### src/rtl/axis_demux_4.sv
// AXI4-Stream 1-to-4 frame demultiplexer with a registered skid-buffer output stage.
// Optional frame discard is enabled by defining AXIS_DEMUX_DROP_EN (adds the drop input).
module axis_demux_4 #(
   parameter int unsigned DATA_WIDTH  = 8,
   parameter int unsigned USER_ENABLE = 1,
   parameter int unsigned USER_WIDTH  = 1
) (
   input  logic                  clk,
   input  logic                  rst,
   input  logic [DATA_WIDTH-1:0] input_axis_tdata,
   input  logic                  input_axis_tvalid,
   output logic                  input_axis_tready,
   input  logic                  input_axis_tlast,
   input  logic [USER_WIDTH-1:0] input_axis_tuser,
   output logic [DATA_WIDTH-1:0] output_0_axis_tdata,
   output logic                  output_0_axis_tvalid,
   input  logic                  output_0_axis_tready,
   output logic                  output_0_axis_tlast,
   output logic [USER_WIDTH-1:0] output_0_axis_tuser,
   output logic [DATA_WIDTH-1:0] output_1_axis_tdata,
   output logic                  output_1_axis_tvalid,
   input  logic                  output_1_axis_tready,
   output logic                  output_1_axis_tlast,
   output logic [USER_WIDTH-1:0] output_1_axis_tuser,
   output logic [DATA_WIDTH-1:0] output_2_axis_tdata,
   output logic                  output_2_axis_tvalid,
   input  logic                  output_2_axis_tready,
   output logic                  output_2_axis_tlast,
   output logic [USER_WIDTH-1:0] output_2_axis_tuser,
   output logic [DATA_WIDTH-1:0] output_3_axis_tdata,
   output logic                  output_3_axis_tvalid,
   input  logic                  output_3_axis_tready,
   output logic                  output_3_axis_tlast,
   output logic [USER_WIDTH-1:0] output_3_axis_tuser,
   input  logic                  enable,
`ifdef AXIS_DEMUX_DROP_EN
   input  logic                  drop,
`endif
   input  logic [1:0]            select
);

   typedef enum logic {IDLE, ACTIVE} state_t;

   state_t                state;
   logic [1:0]            select_reg;
   logic                  ready_reg;
   logic [3:0]            out_valid;
   logic [DATA_WIDTH-1:0] out_data;
   logic                  out_last;
   logic [USER_WIDTH-1:0] out_user;
   logic [3:0]            temp_valid;
   logic [DATA_WIDTH-1:0] temp_data;
   logic                  temp_last;
   logic [USER_WIDTH-1:0] temp_user;

   logic [3:0]            port_ready_c;
   logic [3:0]            dest_c;
   logic [USER_WIDTH-1:0] in_user_c;
   logic                  start_c;
   logic                  accept_c;
   logic                  store_c;
   logic                  drain_c;
   logic                  out_free_c;
   logic                  active_next_c;
   logic                  drop_reg;
   logic                  drop_next_c;
   logic                  ready_next_c;

`ifdef AXIS_DEMUX_DROP_EN
   // Discard flag is latched with the route and held for the whole frame.
   assign drop_next_c = start_c ? drop : drop_reg;

   always_ff @(posedge clk) begin
      if (rst) begin
         drop_reg <= 1'b0;
      end else begin
         drop_reg <= drop_next_c;
      end
   end
`else
   assign drop_next_c = 1'b0;
   assign drop_reg    = 1'b0;
`endif

   assign port_ready_c = {output_3_axis_tready, output_2_axis_tready,
                          output_1_axis_tready, output_0_axis_tready};
   assign dest_c       = 4'b0001 << select_reg;
   assign in_user_c    = (USER_ENABLE != 0) ? input_axis_tuser : USER_WIDTH'(0);
   assign start_c      = (state == IDLE) && enable && input_axis_tvalid && !ready_reg;
   assign accept_c     = input_axis_tvalid && ready_reg;
   assign store_c      = accept_c && !drop_reg;
   // Valid bits are one-hot per port, so a drain only counts on the port that owns the beat.
   assign drain_c      = |(out_valid & port_ready_c);
   assign out_free_c   = drain_c || (out_valid == 4'b0000);

   // Frame tracking and next-cycle input readiness.
   always_comb begin
      active_next_c = (state == ACTIVE);
      if (start_c) begin
         active_next_c = 1'b1;
      end else if ((state == ACTIVE) && accept_c && input_axis_tlast) begin
         active_next_c = 1'b0;
      end
      ready_next_c = active_next_c &&
                     (drop_next_c || drain_c ||
                      ((temp_valid == 4'b0000) && (out_valid == 4'b0000)));
   end

   always_ff @(posedge clk) begin
      if (rst) begin
         state      <= IDLE;
         select_reg <= 2'd0;
         ready_reg  <= 1'b0;
         out_valid  <= 4'b0000;
         out_data   <= DATA_WIDTH'(0);
         out_last   <= 1'b0;
         out_user   <= USER_WIDTH'(0);
         temp_valid <= 4'b0000;
         temp_data  <= DATA_WIDTH'(0);
         temp_last  <= 1'b0;
         temp_user  <= USER_WIDTH'(0);
      end else begin
         state     <= active_next_c ? ACTIVE : IDLE;
         ready_reg <= ready_next_c;
         if (start_c) begin
            select_reg <= select;
         end
         // Skid buffer: output register is refilled from temp first to keep beat order.
         if (out_free_c) begin
            if (temp_valid != 4'b0000) begin
               out_valid <= temp_valid;
               out_data  <= temp_data;
               out_last  <= temp_last;
               out_user  <= temp_user;
               if (store_c) begin
                  temp_valid <= dest_c;
                  temp_data  <= input_axis_tdata;
                  temp_last  <= input_axis_tlast;
                  temp_user  <= in_user_c;
               end else begin
                  temp_valid <= 4'b0000;
               end
            end else if (store_c) begin
               out_valid <= dest_c;
               out_data  <= input_axis_tdata;
               out_last  <= input_axis_tlast;
               out_user  <= in_user_c;
            end else begin
               out_valid <= 4'b0000;
            end
         end else if (store_c) begin
            temp_valid <= dest_c;
            temp_data  <= input_axis_tdata;
            temp_last  <= input_axis_tlast;
            temp_user  <= in_user_c;
         end
      end
   end

   assign input_axis_tready    = ready_reg;

   assign output_0_axis_tvalid = out_valid[0];
   assign output_1_axis_tvalid = out_valid[1];
   assign output_2_axis_tvalid = out_valid[2];
   assign output_3_axis_tvalid = out_valid[3];

   assign output_0_axis_tdata  = out_data;
   assign output_1_axis_tdata  = out_data;
   assign output_2_axis_tdata  = out_data;
   assign output_3_axis_tdata  = out_data;

   assign output_0_axis_tlast  = out_last;
   assign output_1_axis_tlast  = out_last;
   assign output_2_axis_tlast  = out_last;
   assign output_3_axis_tlast  = out_last;

   assign output_0_axis_tuser  = out_user;
   assign output_1_axis_tuser  = out_user;
   assign output_2_axis_tuser  = out_user;
   assign output_3_axis_tuser  = out_user;

endmodule

### config.mk
export PLATFORM = sky130hd
export DESIGN_NAME = axis_demux_4
export DESIGN_NICKNAME = d
export VERILOG_FILES = /design/src/rtl/axis_demux_4.sv
export SDC_FILE = /design/constraint.sdc
export NUM_CORES = 1
export LEC_CHECK = 0
export ABC_AREA = 0
export CORE_AREA = 8 8 74 101
export CTS_CLUSTER_DIAMETER = 120
export DETAILED_ROUTE_END_ITERATION = 8
export DIE_AREA = 0 0 82 109
export PLACE_DENSITY = 0.63
export SLEW_MARGIN = 20
export SYNTH_ARGS = -nofsm -noshare
export SYNTH_HDL_FRONTEND = slang
export SYNTH_SLANG_ARGS = --single-unit
### constraint.sdc
create_clock -name clk -period 1.5 [get_ports clk]
set_input_delay 0.3 -clock clk [delete_from_list [all_inputs] [get_ports clk]]
set_output_delay 0.3 -clock clk [all_outputs]
set_load 0.005 [all_outputs]
==> metrics.md <==
| Metric | Value |
|---|---|
| ANT cells | `0` |
| FMAX | `0.6049 GHz` |
| Setup-failing EPs final | `31` |
| Flop2flop setup slack | `-0.15 ns` |
| Ys async rst share | `0%` |
| Tightest Pin Transition | `0.2629 ns` |
| Critical path startpoint | `out_valid[3]` |
| Number of flops mapped to enable cells by yosys | `0` |
| Outcome | `finished with violations` |
| Post-synth net total | `about 210` |
| Seq pwr share | `39.6%` |
| Yosys warning total | `0` |
| Worst-Skew Late Latency | `~0.29 ns` |
| Max Cap Violations | `0` |
| Top_reg_cell synth | `dfxtp_1` |
| Max-slew headroom | `around 82%` |
| DRT Wirelength | `about 4.7 mm` |
| Minimum hold slack | `0.4725 ns` |
| Final net count | `~270` |
| Critical Setup Path Class | `flop to flop` |
| Synth Instances | `roughly 190` |
| Sink Count | `32` |
| Power, Total | `around 2.3 mW` |
| Clock skew | `between 0.006 and 0.007 ns` |
| VDD IR max | `between 0.3 and 0.4 mV` |
| IO Pins | `between 60 and 70` |
| Crit start category | `flop` |
| Initial antenna violation count | `0` |
| Final Hold Fails | `0` |
| Die Footprint | `0.008938 mm²` |
| PortBufs | `64` |
| Layout cell share with drive strength beyond 1 | `roughly 29%` |
| Largest net degree at the start of global routing | `19` |
| FF-to-FF Start | `out_valid[3]` |
| Hold_sp | `temp_data[3]` |
| Failing checks | `setup timing` |
| Mean post-synth cell area | `slightly below 9 µm²` |
| Fin. max-slew vios | `0` |
| Worst Path Required | `roughly 1.7 ns` |
| Synth unique cells | `29` |
| Vias in the first global route | `1544` |
| Worst Setup Slack, final | `-0.1532 ns` |
| Fin crit share | `110.2%` |
| RSZ-0062 raised after global routing | `yes` |
| H-tree depth | `2` |
| Largest fanout on the critical path | `5` |
| P_int | `between 1.5 and 2 mW` |
| Via count | `1518` |
| Register area share after synthesis | `37.24%` |
| Clock slew at reported path FFs | `about 0.07 ns` |
| Crit path time final | `between 1.5 and 2 ns` |
| Clk buf depth | `2` |
| Seq cells post-synth | `32` |
| Die X | `between 80 and 90 µm` |
| Power share of the clock group | `a little over a third` |
| CP Capture Type | `flop` |
| Post-route ant nets | `0` |
| Core outline area | `slightly above 0.006 mm²` |
| Post-DR wirelength/cell | `between 10 and 15 µm` |
| NetSw | `0.6052 mW` |
| DP HPWL | `about 3.4 mm` |
| Hold crit path type | `flop to flop` |
| Die Y | `around 110 µm` |
| Iteration-0 DRC Markers | `87` |
| Rows | `34` |
| P&R area growth vs syn | `56.95%` |
| First-pass GRT wire length | `7.396 mm` |
| Drc violations | `0` |
| LEAKAGE | `about 1.1 nW` |
| Logic pwr share | `around 24%` |
| Pwr per Cell Area | `approximately 860 mW/mm²` |
| WP data arrival | `1.83 ns` |
| Root Buffer | `clkbuf_8` |
| Clock buffer count from CTS | `5` |
| Hold-fix buffers, CTS | `0` |
| Number of detailed-route iterations in the first pass | `4` |
| DR vias/cell | `4.656` |
| Synth Cell Area | `~0.0017 mm²` |
| GPL Wtd Cong | `approximately 0.74` |
| Initial Util | `28.48%` |
| Sw Ratio | `between 20% and 30%` |
| GR Overflow Total | `0` |
| CTS tree | `built` |
| GRT Total Usage | `10.66%` |
## cell families (layout without fill, tap and decap cells)
family,count (synthesis),count (layout),synth area share [%]
and+or+nand+nor,75,75,21.96
buffers and inverters,47,107,17.24
DFF,32,32,37.24
AOI/OAI and AO/OA,30,30,17.75
muxes,10,10,5.818
## layout by cell type (no fill, tap or decap), types with 2 or more instances in the layout
cell type	n
mux2i_1	10
dfxtp_2	7
dlygate4sd2_1	4
o41ai_1	2
clkbuf_8	5
nand4b_1	2
buf_4	21
dfxtp_1	20
buf_6	4
inv_1	6
a31oi_1	3
a21oi_1	3
a22oi_2	2
nand2b_1	21
dlymetal6s2s_1	7
dfxtp_4	5
buf_12	3
nand2_1	24
nor2_1	17
clkdlybuf4s50_1	53
o32ai_1	4
a311oi_2	11
## stage by stage
stage	std cells	setup TNS [ns]	utilization [%]	worst slack (ns)	instance area, µm²
2_1_floorplan	194	-0.8114	-	-0.07443	1727
3_3_place_gp	312	-8.857	39.64	-0.3625	2395
3_5_place_dp	312	-9.360	39.64	-0.4093	2395
4_1_cts	324	-2.372	43.56	-0.1702	2631
5_1_grt	326	-4.972	44.70	-0.2272	2700
6_report	326	-3.275	44.70	-0.1532	2700
## cells in the mapped netlist, types with 2 or more instances
| cell | instances | area [µm²] |
|---|---|---|
| nand4b_1 | 2 | 17.52 |
| nand3_1 | 2 | 10.01 |
| buf_4 | 31 | 232.7 |
| mux2i_1 | 10 | 100.1 |
| nor2_1 | 18 | 67.56 |
| buf_2 | 3 | 15.01 |
| o32ai_1 | 5 | 43.79 |
| nand2b_1 | 21 | 131.4 |
| nand2_1 | 24 | 90.09 |
| a311oi_2 | 10 | 150.1 |
| a31oi_1 | 3 | 18.77 |
| dfxtp_1 | 32 | 640.6 |
| o41ai_1 | 2 | 17.52 |
| inv_1 | 6 | 22.52 |
| clkbuf_1 | 7 | 26.28 |
| a21oi_1 | 4 | 20.02 |
| a22oi_1 | 2 | 15.01 |
## area by class of cell
type,count,area (µm²)
fillers,577,3341
multi-input cells,115,864.6
flip-flops and latches,32,668.1
inverters,6,22.52
clock buffers,5,68.82
well taps,72,90.09
repair buffers,93,943.4
clock inverters,3,42.54
## power groups by stage
stage	sequential (mW)	clock, mW	combinational [mW]
CTS	0.929	0.861	0.557
floorplan	0.943	0	0.271
finish	0.924	0.844	0.562
global placement	0.941	0	0.507
global route	0.933	0.903	0.606
detailed placement	0.944	0	0.511
## layer usage
layer	global-route usage [%]	routed length [µm]
met3	3.630	417
met4	4.156	71
met5	0	0
met1	10.72	1732
met2	19.35	2493
## what timing repair did
item / CTS / global route
setup buffers: 2 / 2
pin swaps: 0 / 1
resized for setup: 30 / 16
cloned: 2 / 0
setup endpoints to repair: 73 / 57
## worst max-delay path, stage by stage, from the launching register on
cell and delay, ns:
dfxtp_2 0.32, or4_4 0.55, buf_4 0.16, buf_6 0.11
nand3_4 0.07, a21oi_4 0.07, buf_6 0.14, mux2i_1 0.11
## final timing paths
check | end | depth (start not counted)
hold / removal | temp_data[3] | 2
setup reg to reg | temp_data[0] | 7
setup / recovery | temp_data[0] | 7
hold reg to reg | temp_data[3] | 2
Power figures use the tool's default switching activity.
